===== src/rtl/tx_arbiter.sv =====
`default_nettype none
// ============================================================================
// Module      : tx_arbiter
// Description : Round-robin arbiter feeding N byte streams into one UART
//               transmitter; optional message lock (TX_ARBITER_LOCK_EN).
// Revision    : 1.0 - initial release
// ============================================================================
module tx_arbiter #(
    parameter int                NUM_REQ      = 4,
    parameter int                WIDTH        = 8,
    parameter logic [WIDTH-1:0]  EOL_BYTE     = 'h0A,
    parameter int                LOCK_TIMEOUT = 255
) (
    input  logic                        clk,
    input  logic                        rst_n,
    input  logic [NUM_REQ-1:0]          req_valid,
    input  logic [NUM_REQ*WIDTH-1:0]    req_data,
    output logic [NUM_REQ-1:0]          req_ready,
    output logic [WIDTH-1:0]            tx_data,
    output logic                        tx_valid,
    input  logic                        tx_ready,
    output logic [$clog2(NUM_REQ)-1:0]  grant_id,
    output logic                        locked
);

    localparam int IDW = $clog2(NUM_REQ);

    typedef enum logic [0:0] {
        S_IDLE = 1'b0,
        S_XFER = 1'b1
    } state_t;

    state_t             state_q,    state_d;
    logic [IDW-1:0]     rr_ptr_q,   rr_ptr_d;
    logic [WIDTH-1:0]   tx_data_q,  tx_data_d;
    logic               tx_valid_q, tx_valid_d;
    logic [IDW-1:0]     grant_q,    grant_d;

    logic [WIDTH-1:0]   w_bytes [NUM_REQ];
    logic               w_found;
    logic [IDW-1:0]     w_win;
    logic [IDW-1:0]     w_next_ptr;

`ifdef TX_ARBITER_LOCK_EN
    localparam int CW = $clog2(LOCK_TIMEOUT + 1);
    logic               locked_q,   locked_d;
    logic [CW-1:0]      cnt_q,      cnt_d;
`else
    logic               w_unused_cfg;
    assign w_unused_cfg = (^EOL_BYTE) ^ (LOCK_TIMEOUT > 0);
`endif

    for (genvar i = 0; i < NUM_REQ; i++) begin : g_unpack
        assign w_bytes[i] = req_data[i*WIDTH +: WIDTH];
    end

    // Search upward from rr_ptr; index arithmetic carries one extra bit so
    // the explicit modulo also works for non-power-of-two NUM_REQ.
    always_comb begin
        logic [IDW:0] sum;
        w_found = 1'b0;
        w_win   = '0;
        sum     = '0;
        for (int k = 0; k < NUM_REQ; k++) begin
            sum = {1'b0, rr_ptr_q} + (IDW+1)'(k);
            if (sum >= (IDW+1)'(NUM_REQ)) begin
                sum = sum - (IDW+1)'(NUM_REQ);
            end
            if (!w_found && req_valid[sum[IDW-1:0]]) begin
                w_found = 1'b1;
                w_win   = sum[IDW-1:0];
            end
        end
`ifdef TX_ARBITER_LOCK_EN
        if (locked_q) begin
            w_found = req_valid[grant_q];
            w_win   = grant_q;
        end
`endif
    end

    assign w_next_ptr = (grant_q == IDW'(NUM_REQ - 1)) ? '0 : grant_q + 1'b1;

    assign req_ready = (rst_n && (state_q == S_IDLE) && w_found)
                     ? (NUM_REQ'(1) << w_win) : '0;

    always_comb begin
        state_d    = state_q;
        rr_ptr_d   = rr_ptr_q;
        tx_data_d  = tx_data_q;
        tx_valid_d = tx_valid_q;
        grant_d    = grant_q;
`ifdef TX_ARBITER_LOCK_EN
        locked_d   = locked_q;
        cnt_d      = cnt_q;
`endif
        case (state_q)
            S_IDLE: begin
                if (w_found) begin
                    tx_data_d  = w_bytes[w_win];
                    grant_d    = w_win;
                    tx_valid_d = 1'b1;
                    state_d    = S_XFER;
`ifdef TX_ARBITER_LOCK_EN
                    cnt_d      = '0;
                end else if (locked_q && !req_valid[grant_q]) begin
                    // Owner went quiet mid-message: give up the lock eventually.
                    if (cnt_q == CW'(LOCK_TIMEOUT - 1)) begin
                        locked_d = 1'b0;
                        rr_ptr_d = w_next_ptr;
                        cnt_d    = '0;
                    end else begin
                        cnt_d    = cnt_q + 1'b1;
                    end
`endif
                end
            end
            S_XFER: begin
                if (tx_ready) begin
                    tx_valid_d = 1'b0;
                    state_d    = S_IDLE;
`ifdef TX_ARBITER_LOCK_EN
                    cnt_d      = '0;
                    if (tx_data_q == EOL_BYTE) begin
                        locked_d = 1'b0;
                        rr_ptr_d = w_next_ptr;
                    end else begin
                        locked_d = 1'b1;
                    end
`else
                    rr_ptr_d   = w_next_ptr;
`endif
                end
            end
            default: begin
                state_d = S_IDLE;
            end
        endcase
    end

    always_ff @(posedge clk or negedge rst_n) begin
        if (!rst_n) begin
            state_q    <= S_IDLE;
            rr_ptr_q   <= '0;
            tx_data_q  <= '0;
            tx_valid_q <= 1'b0;
            grant_q    <= '0;
`ifdef TX_ARBITER_LOCK_EN
            locked_q   <= 1'b0;
            cnt_q      <= '0;
`endif
        end else begin
            state_q    <= state_d;
            rr_ptr_q   <= rr_ptr_d;
            tx_data_q  <= tx_data_d;
            tx_valid_q <= tx_valid_d;
            grant_q    <= grant_d;
`ifdef TX_ARBITER_LOCK_EN
            locked_q   <= locked_d;
            cnt_q      <= cnt_d;
`endif
        end
    end

    assign tx_data  = tx_data_q;
    assign tx_valid = tx_valid_q;
    assign grant_id = grant_q;
`ifdef TX_ARBITER_LOCK_EN
    assign locked   = locked_q;
`else
    assign locked   = 1'b0;
`endif

endmodule
`default_nettype wire

===== config.mk =====
export PLATFORM = sky130hd
export DESIGN_NAME = tx_arbiter
export DESIGN_NICKNAME = d
export VERILOG_FILES = /design/src/rtl/tx_arbiter.sv
export SDC_FILE = /design/constraint.sdc
export NUM_CORES = 1
export LEC_CHECK = 0
export BUFFER_PORTS_ARGS = -buffer_cell sky130_fd_sc_hd__buf_2
export CORE_AREA = 8 8 54 68
export DETAILED_ROUTE_END_ITERATION = 8
export DIE_AREA = 0 0 62 76
export GPL_TIMING_DRIVEN = 0
export PLACE_DENSITY = 0.78
export SKIP_LAST_GASP = 1
export SLEW_MARGIN = 25
export SYNTH_ARGS = -nofsm -noshare
export SYNTH_HDL_FRONTEND = slang
export SYNTH_SLANG_ARGS = --single-unit

===== constraint.sdc =====
create_clock -name clk -period 2 [get_ports clk]
set_clock_uncertainty 0.05 [all_clocks]
set_input_delay 0.4 -clock clk [delete_from_list [all_inputs] [get_ports clk]]
set_output_delay 0.4 -clock clk [all_outputs]
set_load 0.01 [all_outputs]

# Word level (Yosys, flattened, before mapping)
# Index checks and enable logic that the tools add are counted.
# totals
elab_cells	70
inputBits	39
output_inout_bits	16
register_bits	14
# op_classes
shift	1
n_eq_ne	3
order_cmp	9
n_reduce_logical	11
n_addsub	8
n_bitwise	2
muxes	31
# op_table
operator	n
2-bit 2-to-1 mux	9
8-bit binary-select mux with 2-bit select	1
8-bit 2-to-1 mux	2
3-bit greater-or-equal comparator (second input constant)	4
2-bit by 3-bit < comparator with 1-bit output (second input constant)	4
1-bit 2-to-1 mux	12
1-bit binary-select mux with 2-bit select	4
2-bit by 1-bit subtractor with 2-bit output (second input constant)	4
2-bit by 2-bit adder with 3-bit output (second input constant)	2
2-bit AND reduction	3
1-bit logical AND	5
4-bit 2-to-1 mux	1
2-bit != test (second input constant)	2
1-bit case mux with 2 select lines	2
1-bit by 2-bit left shift with 4-bit output (first input constant)	1
2-bit by 1-bit adder with 3-bit output (second input constant)	1
2-bit by 3-bit greater-or-equal comparator with 1-bit output (second input constant)	1
1-bit zero test	3
2-bit NOT with 3-bit output	1
2-bit by 1-bit adder with 2-bit output (second input constant)	1
2-bit equality test (second input constant)	1
1-bit NOT	1

# Depth between registers and ports, before layout
# Gate-level depths: netlist of run 1.
# logic_depth
depth_word	18
mapped_depth	7
mapped_depth_nobuf	5

# Worst setup path before layout of run 1
# Ideal clock, no wire load.
# synth_path
kind	flip-flop to output port
from	register rr_ptr_q[1]
to	output port req_ready[2]
arrival_ns	1.291
n_path_buf	2
path_slack_ns	0.259
required_ns	1.550
stages_incl_launch_ff	8
path_cell_list	dfrtp_1 a21oi_2 o21ai_2 o2bb2a_4 buf_12 buf_12 inv_1 nor2_1
# synth_between
elab_chain_len	16
word_cells_on_any_way	40
cone_classes	add/sub: 7; order compare: 4; shift: 1; mux: 21; reduce/logical: 7
# synth_rtl
element	line	source
start: declaration	34	logic [IDW-1:0] rr_ptr_q, rr_ptr_d;
start signal: assignment	154	rr_ptr_q <= rr_ptr_d;
parallel branches: the longest is 15 deep, another holds 2-bit by 1-bit adder with 3-bit output	n/a	
4-bit 2-to-1 mux (*)	85	? (NUM_REQ'(1) << w_win) : '0;
end: declaration	18	output logic [NUM_REQ-1:0] req_ready,
# Every way passes the cells marked *. The select of a mux whose other input is x is not followed.

# Worst setup path after layout of run 1
# layout_path
from	register rr_ptr_q[1]
to	output port req_ready[0]
# Same word-level chain as after synthesis.

==> results of run 1 <==
-- per-layer routing --
metal  global-route usage  up-vias
met5                    0        -
met4              0.05263        0
met2               0.2046       24
met1               0.1147      416
met3              0.01689        4
li1                     -      440
-- registers in the layout, indices dropped and copies added, names as in the netlist --
register  cells
tx_data       8
grant_id      2
rr_ptr_q      2
state_q       1
tx_valid      1
-- placed cells by master (no fill, tap or decap), types with 2 or more instances in the layout --
cell	instances
nor2_1	6
nand2_1	15
dfrtp_1	13
mux2i_1	18
inv_1	3
o221ai_1	8
clkbuf_4	3
buf_4	5
buf_2	54
a21oi_2	2
-- power groups by stage --
| stage | registers [uW] | logic, uW | clock network (uW) |
|---|---|---|---|
| 6_report | 459 | 684 | 145 |
| 5_1_grt | 471 | 745 | 169 |
| 4_1_cts | 458 | 644 | 151 |
| 3_5_place_dp | 466 | 634 | 0 |
| 3_3_place_gp | 461 | 617 | 0 |
| 2_1_floorplan | 499 | 379 | 0 |
-- final timing paths --
| kind | from | endpoint | slack, ns | cells past startpoint |
|---|---|---|---|---|
| worst max register to register | rr_ptr_q[1]$_DFFE_PN0P_ | tx_data[7]$_DFFE_PN0P_ | 0.19 | 7 |
| worst max-delay path | rr_ptr_q[1]$_DFFE_PN0P_ | req_ready[0] | -0.12 | 7 |
| worst min register to register | tx_data[4]$_DFFE_PN0P_ | tx_data[4]$_DFFE_PN0P_ | 0.44 | 2 |
| worst min-delay path | tx_ready | state_q$_DFF_PN0_ | 0.28 | 2 |
| max in group asynchronous | rst_n | rr_ptr_q[1]$_DFFE_PN0P_ | 0.77 | 2 |
| min in group asynchronous | rst_n | tx_data[5]$_DFFE_PN0P_ | 0.68 | 2 |
-- per-stage QoR --
stage | power, uW | cells | setup WS [ns] | hold slack [ns]
after CTS | 1253 | 181 | -0.1234 | 0.2777
after floorplan | 877.5 | 87 | 0.2589 | 0.05441
after detailed placement | 1100 | 176 | -0.006371 | 0.2706
after global placement | 1078 | 176 | 0.03930 | 0.2658
after global routing | 1385 | 184 | -0.2389 | 0.2712
final | 1289 | 184 | -0.1229 | 0.2827
-- critical path, stage by stage, from the launching register on --
cell and delay, ns:
dfrtp_2 0.44, buf_6 0.12, mux2i_1 0.13, nor2_1 0.08, or3_4 0.37, nand3_2 0.09
nor2_1 0.05, buf_2 0.13
-- final cells by class --
class,instances,area (um^2)
fill,282,1455
multi-input combinational,66,490.5
sequential,14,351.6
timing repair buffer,59,316.6
tap,36,45.04
buffer,3,32.53
clock buffer,3,22.52
inverter,3,11.26
-- repair_timing --
action | in CTS | in global routing
pin swaps | 3 | 4
setup buffers | 2 | 3
hold buffers | 1 | 0
endpoints found under the hold margin | 14 | 0
gates cloned | 0 | 0
setup endpoints to repair | 4 | 4
gates resized for setup | 3 | 3
-- logic make-up (layout without fill, tap and decap cells) --
| family | Yosys count | in the layout | share of synthesized area |
|---|---|---|---|
| fa+ha+maj | 1 | 1 | 0.01412 |
| buf+inv | 7 | 68 | 0.07203 |
| other cells | 1 | 1 | 0.004233 |
| compound gates | 16 | 16 | 0.1554 |
| mux | 19 | 19 | 0.2161 |
| flops | 14 | 14 | 0.3955 |
| simple gates | 29 | 29 | 0.1427 |
==> results.sh, run 1 <==
export IMPL_status="finished, violations left"
export IMPL_violations="negative setup slack"
export IMPL_placed_cell_area_mm2=0.001196
export IMPL_synth_edf_count=0
export IMPL_finalHoldViolCount=0
export IMPL_setup_tns_ns=-0.3930
export IMPL_worstPathArrival_ns=1.67
export IMPL_synth_most_common_cell="mux2i_1"
export IMPL_ioPinCount=55
export IMPL_first_iter_violations=22
export IMPL_die_x_um=62
export IMPL_comb_power_share=0.531
export IMPL_ys_flop_type="dfrtp_1"
export IMPL_clock_latency_ns=0.26
export IMPL_cellPowerDensity_mw_per_mm2=1015
export IMPL_clk_path_buf_depth=2
export IMPL_p_int_uw=810.6
export IMPL_die_h_um=76
export IMPL_synth_cells=87
export IMPL_grt_usage=0.1123
export IMPL_ys_async_sr_fraction=1.000
export IMPL_clkPwrFrac=0.113
export IMPL_setup_viol=4
export IMPL_synth_warnings=0
export IMPL_wl_um=2655
export IMPL_grt_pass1_vias=909
export IMPL_avgSynthCellArea_um2=10.18
export IMPL_slew_headroom=0.5772
export IMPL_routabilityCongestion=0.7778
export IMPL_timing_fmax_mhz=471.1
export IMPL_ys_top_cells_by_count="mux2i_1, nand2_1, dfrtp_1, o221ai_1, nor2_1"
export IMPL_ys_seq_area_frac=0.3955
export IMPL_swShare=0.3711
export IMPL_holdCritPathClass="input pin to register"
export IMPL_cp_end_kind="output port"
export IMPL_first_pass_iters=3
export IMPL_drv_slew=0
export IMPL_ys_ff_latch=14
export IMPL_utilization=0.4660
export IMPL_drtAntennaViolNets=0
export IMPL_grt_max_degree=20
export IMPL_antenna_found_initial=0
export IMPL_synth_top_area_cell="dfrtp_1"
export IMPL_vias_per_cell=4.804
export IMPL_synth_nets=127
export IMPL_syn_area_um2=885.9
export IMPL_dpl_hpwl_um=2112
export IMPL_cts_clk_slew_worst_paths_ns=0.07
export IMPL_worstPathMaxFanout=4
export IMPL_crit_path_start_kind="register"
export IMPL_sequentialPowerShare=0.356
export IMPL_cts_buffers=3
export IMPL_areaGrowthSynthToFinish_pct=43.36
export IMPL_worst_pin_slew_ns=0.6321
export IMPL_vias=884
export IMPL_synth_area_top_cells="dfrtp_1, mux2i_1, o221ai_1"
export IMPL_ys_types=26
export IMPL_remaining_drc_errors=0
export IMPL_cts_tree="yes"
export IMPL_htreeDepth=1
export IMPL_cts_root_buffer="clkbuf_4"
export IMPL_drv_cap=0
export IMPL_synth_top_area_share=0.3955
export IMPL_dr_wl_met3_um=140
export IMPL_leakage_uw=0.0006811
export IMPL_stdcell_area_mm2=0.001270
export IMPL_port_buffers=53
export IMPL_finalCritPeriodShare=1.061
export IMPL_clkSinkCount=14
export IMPL_layout_nets=190
export IMPL_grt_remaining_overflow=0
export IMPL_cp_required_ns=1.55
export IMPL_fin_crit_ns=2.123
export IMPL_diodes=0
export IMPL_num_rows=22
export IMPL_rsz0062_at_grt="true"
export IMPL_dieArea_mm2=0.004712
export IMPL_core_area_mm2=0.002725
export IMPL_fin_ws_ns=-0.1229
export IMPL_m1WireLength_um=973
export IMPL_route_met2_wl_um=1498
export IMPL_grt_pass1_wl_um=4077
export IMPL_wl_per_cell_um=14.43
export IMPL_top_layer_used="met4"
export IMPL_start_util=0.3251
export IMPL_crit_type="register to output port"
export IMPL_ir_drop_v=0.0004851
export IMPL_p_switching_uw=478.3
export IMPL_layout_drive_gt1_share=0.5068
Power figures use the tool's default switching activity.
==> run 2, diff against run 1 <==
--- a/config.mk
+++ b/config.mk
@@ -5,12 +5,12 @@
 export SDC_FILE = /design/constraint.sdc
 export NUM_CORES = 1
 export LEC_CHECK = 0
-export BUFFER_PORTS_ARGS = -buffer_cell sky130_fd_sc_hd__buf_2
 export CORE_AREA = 8 8 54 68
 export DETAILED_ROUTE_END_ITERATION = 8
 export DIE_AREA = 0 0 62 76
+export DONT_BUFFER_PORTS = 1
 export GPL_TIMING_DRIVEN = 0
-export PLACE_DENSITY = 0.78
+export PLACE_DENSITY = 0.6
 export SKIP_LAST_GASP = 1
 export SLEW_MARGIN = 25
 export SYNTH_ARGS = -nofsm -noshare
==> run 2 against run 1 <==
Net effect:
- the run now ends clean
- non-clock buffer count shrank 54
- global-route usage shrank 0.78 points
- critical endpoint unchanged
- design area shrank 18%
- critical path depth shrank 2
==> results.sh, run 2 (same netlist as run 1, synthesis figures left out) <==
export IMPL_status="completed"
export IMPL_first_pass_iters=2
export IMPL_crit_path_start_kind="register"
export IMPL_wl_um=2433
export IMPL_leakage_uw=0.0004573
export IMPL_num_rows=22
export IMPL_layout_cells_most_common_list="mux2i_1, nand2_1, dfrtp_1"
export IMPL_grt_usage=0.1046
export IMPL_core_area_mm2=0.002725
export IMPL_clkPwrFrac=0.136
export IMPL_wl_per_cell_um=18.72
export IMPL_final_common_cell="mux2i_1"
export IMPL_drv_slew=0
export IMPL_clock_latency_ns=0.27
export IMPL_largest_reg_flops=8
export IMPL_holdCritPathClass="input pin to register"
export IMPL_p_int_uw=713.2
export IMPL_worst_pin_slew_ns=0.6247
export IMPL_swShare=0.3936
export IMPL_dieArea_mm2=0.004712
export IMPL_grt_pass1_wl_um=3753
export IMPL_sequentialPowerShare=0.444
export IMPL_grt_max_degree=15
export IMPL_vias_per_cell=5.262
export IMPL_diodes=0
export IMPL_crit_type="register to output port"
export IMPL_cp_required_ns=1.55
export IMPL_reg2regPathDepth=8
export IMPL_comb_power_share=0.420
export IMPL_grt_pass1_vias=795
export IMPL_cp_end_kind="output port"
export IMPL_worst_hold_path_num_cells=1
export IMPL_rsz0062_at_grt="true"
export IMPL_vias=684
export IMPL_die_x_um=62
export IMPL_port_buffers=0
export IMPL_start_util=0.3251
export IMPL_layout_drive_gt1_share=0.2766
export IMPL_cts_clk_slew_worst_paths_ns=0.08
export IMPL_finalCritPeriodShare=0.9812
export IMPL_dpl_hpwl_um=1915
export IMPL_htreeDepth=1
export IMPL_antenna_found_initial=0
export IMPL_worstPathMaxFanout=6
export IMPL_cellPowerDensity_mw_per_mm2=1135
export IMPL_p_switching_uw=462.9
export IMPL_stdcell_area_mm2=0.001036
export IMPL_setup_tns_ns=0
export IMPL_cts_buffers=3
export IMPL_hold_slack_ns=0.1625
export IMPL_grt_remaining_overflow=0
export IMPL_drv_cap=0
export IMPL_setup_viol=0
export IMPL_routabilityCongestion=0.7370
export IMPL_fin_cells=130
export IMPL_clkSinkCount=14
export IMPL_areaGrowthSynthToFinish_pct=16.95
export IMPL_drtAntennaViolNets=0
export IMPL_die_h_um=76
export IMPL_dpl_cell_count=123
export IMPL_first_iter_violations=12
export IMPL_finalHoldViolCount=0
export IMPL_slew_headroom=0.5822
export IMPL_clk_path_buf_depth=2
export IMPL_fin_crit_ns=1.962
export IMPL_placed_cell_area_um2=930.9
export IMPL_ir_drop_v=0.0005762
export IMPL_timing_fmax_mhz=509.6
export IMPL_cts_tree="yes"
export IMPL_layout_nets=136
export IMPL_remaining_drc_errors=0
export IMPL_worstPathArrival_ns=1.51
export IMPL_ioPinCount=55
export IMPL_cts_root_buffer="clkbuf_4"
[run 2: per-stage QoR]
| step | worst slack [ns] | total power (uW) | utilization |
|---|---|---|---|
| 2_1_floorplan | 0.2589 | 877.5 | - |
| 3_3_place_gp | 0.1615 | 956.1 | 0.3416 |
| 3_5_place_dp | 0.1207 | 975.8 | 0.3416 |
| 4_1_cts | 0.001749 | 1178 | 0.3719 |
| 5_1_grt | -0.03786 | 1271 | 0.3802 |
| 6_report | 0.03752 | 1176 | 0.3802 |
[run 2: final timing paths]
| kind | startpoint | endpoint | slack, ns |
|---|---|---|---|
| worst max-delay path | rr_ptr_q[1]$_DFFE_PN0P_ | req_ready[0] | 0.04 |
| worst min-delay path | tx_ready | state_q$_DFF_PN0_ | 0.16 |
| worst max register to register | rr_ptr_q[1]$_DFFE_PN0P_ | tx_data[4]$_DFFE_PN0P_ | 0.27 |
| worst min register to register | rr_ptr_q[0]$_DFFE_PN0P_ | rr_ptr_q[0]$_DFFE_PN0P_ | 0.48 |
| max in group asynchronous | rst_n | rr_ptr_q[1]$_DFFE_PN0P_ | 0.93 |
| min in group asynchronous | rst_n | tx_data[0]$_DFFE_PN0P_ | 0.52 |
[run 2: area by class of cell]
type                       instances  area [um^2]
buffer                             3        32.53
fill                             269         1689
inverter                           3        11.26
multi-input combinational         66        533.0
tap                               36        45.04
timing repair buffer               5        40.04
sequential                        14        351.6
clock buffer                       3        22.52
[run 2: power groups by stage]
| stage | combinational (uW) | sequential (uW) | clock (uW) |
|---|---|---|---|
| after floorplan | 379 | 499 | 0 |
| after global placement | 430 | 526 | 0 |
| after detailed placement | 443 | 533 | 0 |
| after CTS | 484 | 527 | 167 |
| after global routing | 547 | 542 | 183 |
| final | 494 | 522 | 159 |
[run 2: repair_timing]
item,CTS,global route
setup buffers,4,0
gates cloned,0,0
pin swaps,3,6
gates resized for setup,11,4
hold endpoints to repair,14,0
setup endpoints to repair,4,4
hold buffers,1,0
[run 2: routing by layer]
layer,part of all wire,vias to the layer above,global-route usage
met5,0,-,0
met4,0.0082,0,0.04119
met3,0.11,2,0.03885
met2,0.52,32,0.1755
met1,0.37,320,0.1109
li1,-,330,-
[run 2: worst max-delay path, cell delays in order (launching register included)]
cell,delay [ns]
dfrtp_2,0.42
mux2i_1,0.19
nor2_1,0.08
or3_4,0.39
nand3_4,0.11
nor2_4,0.05
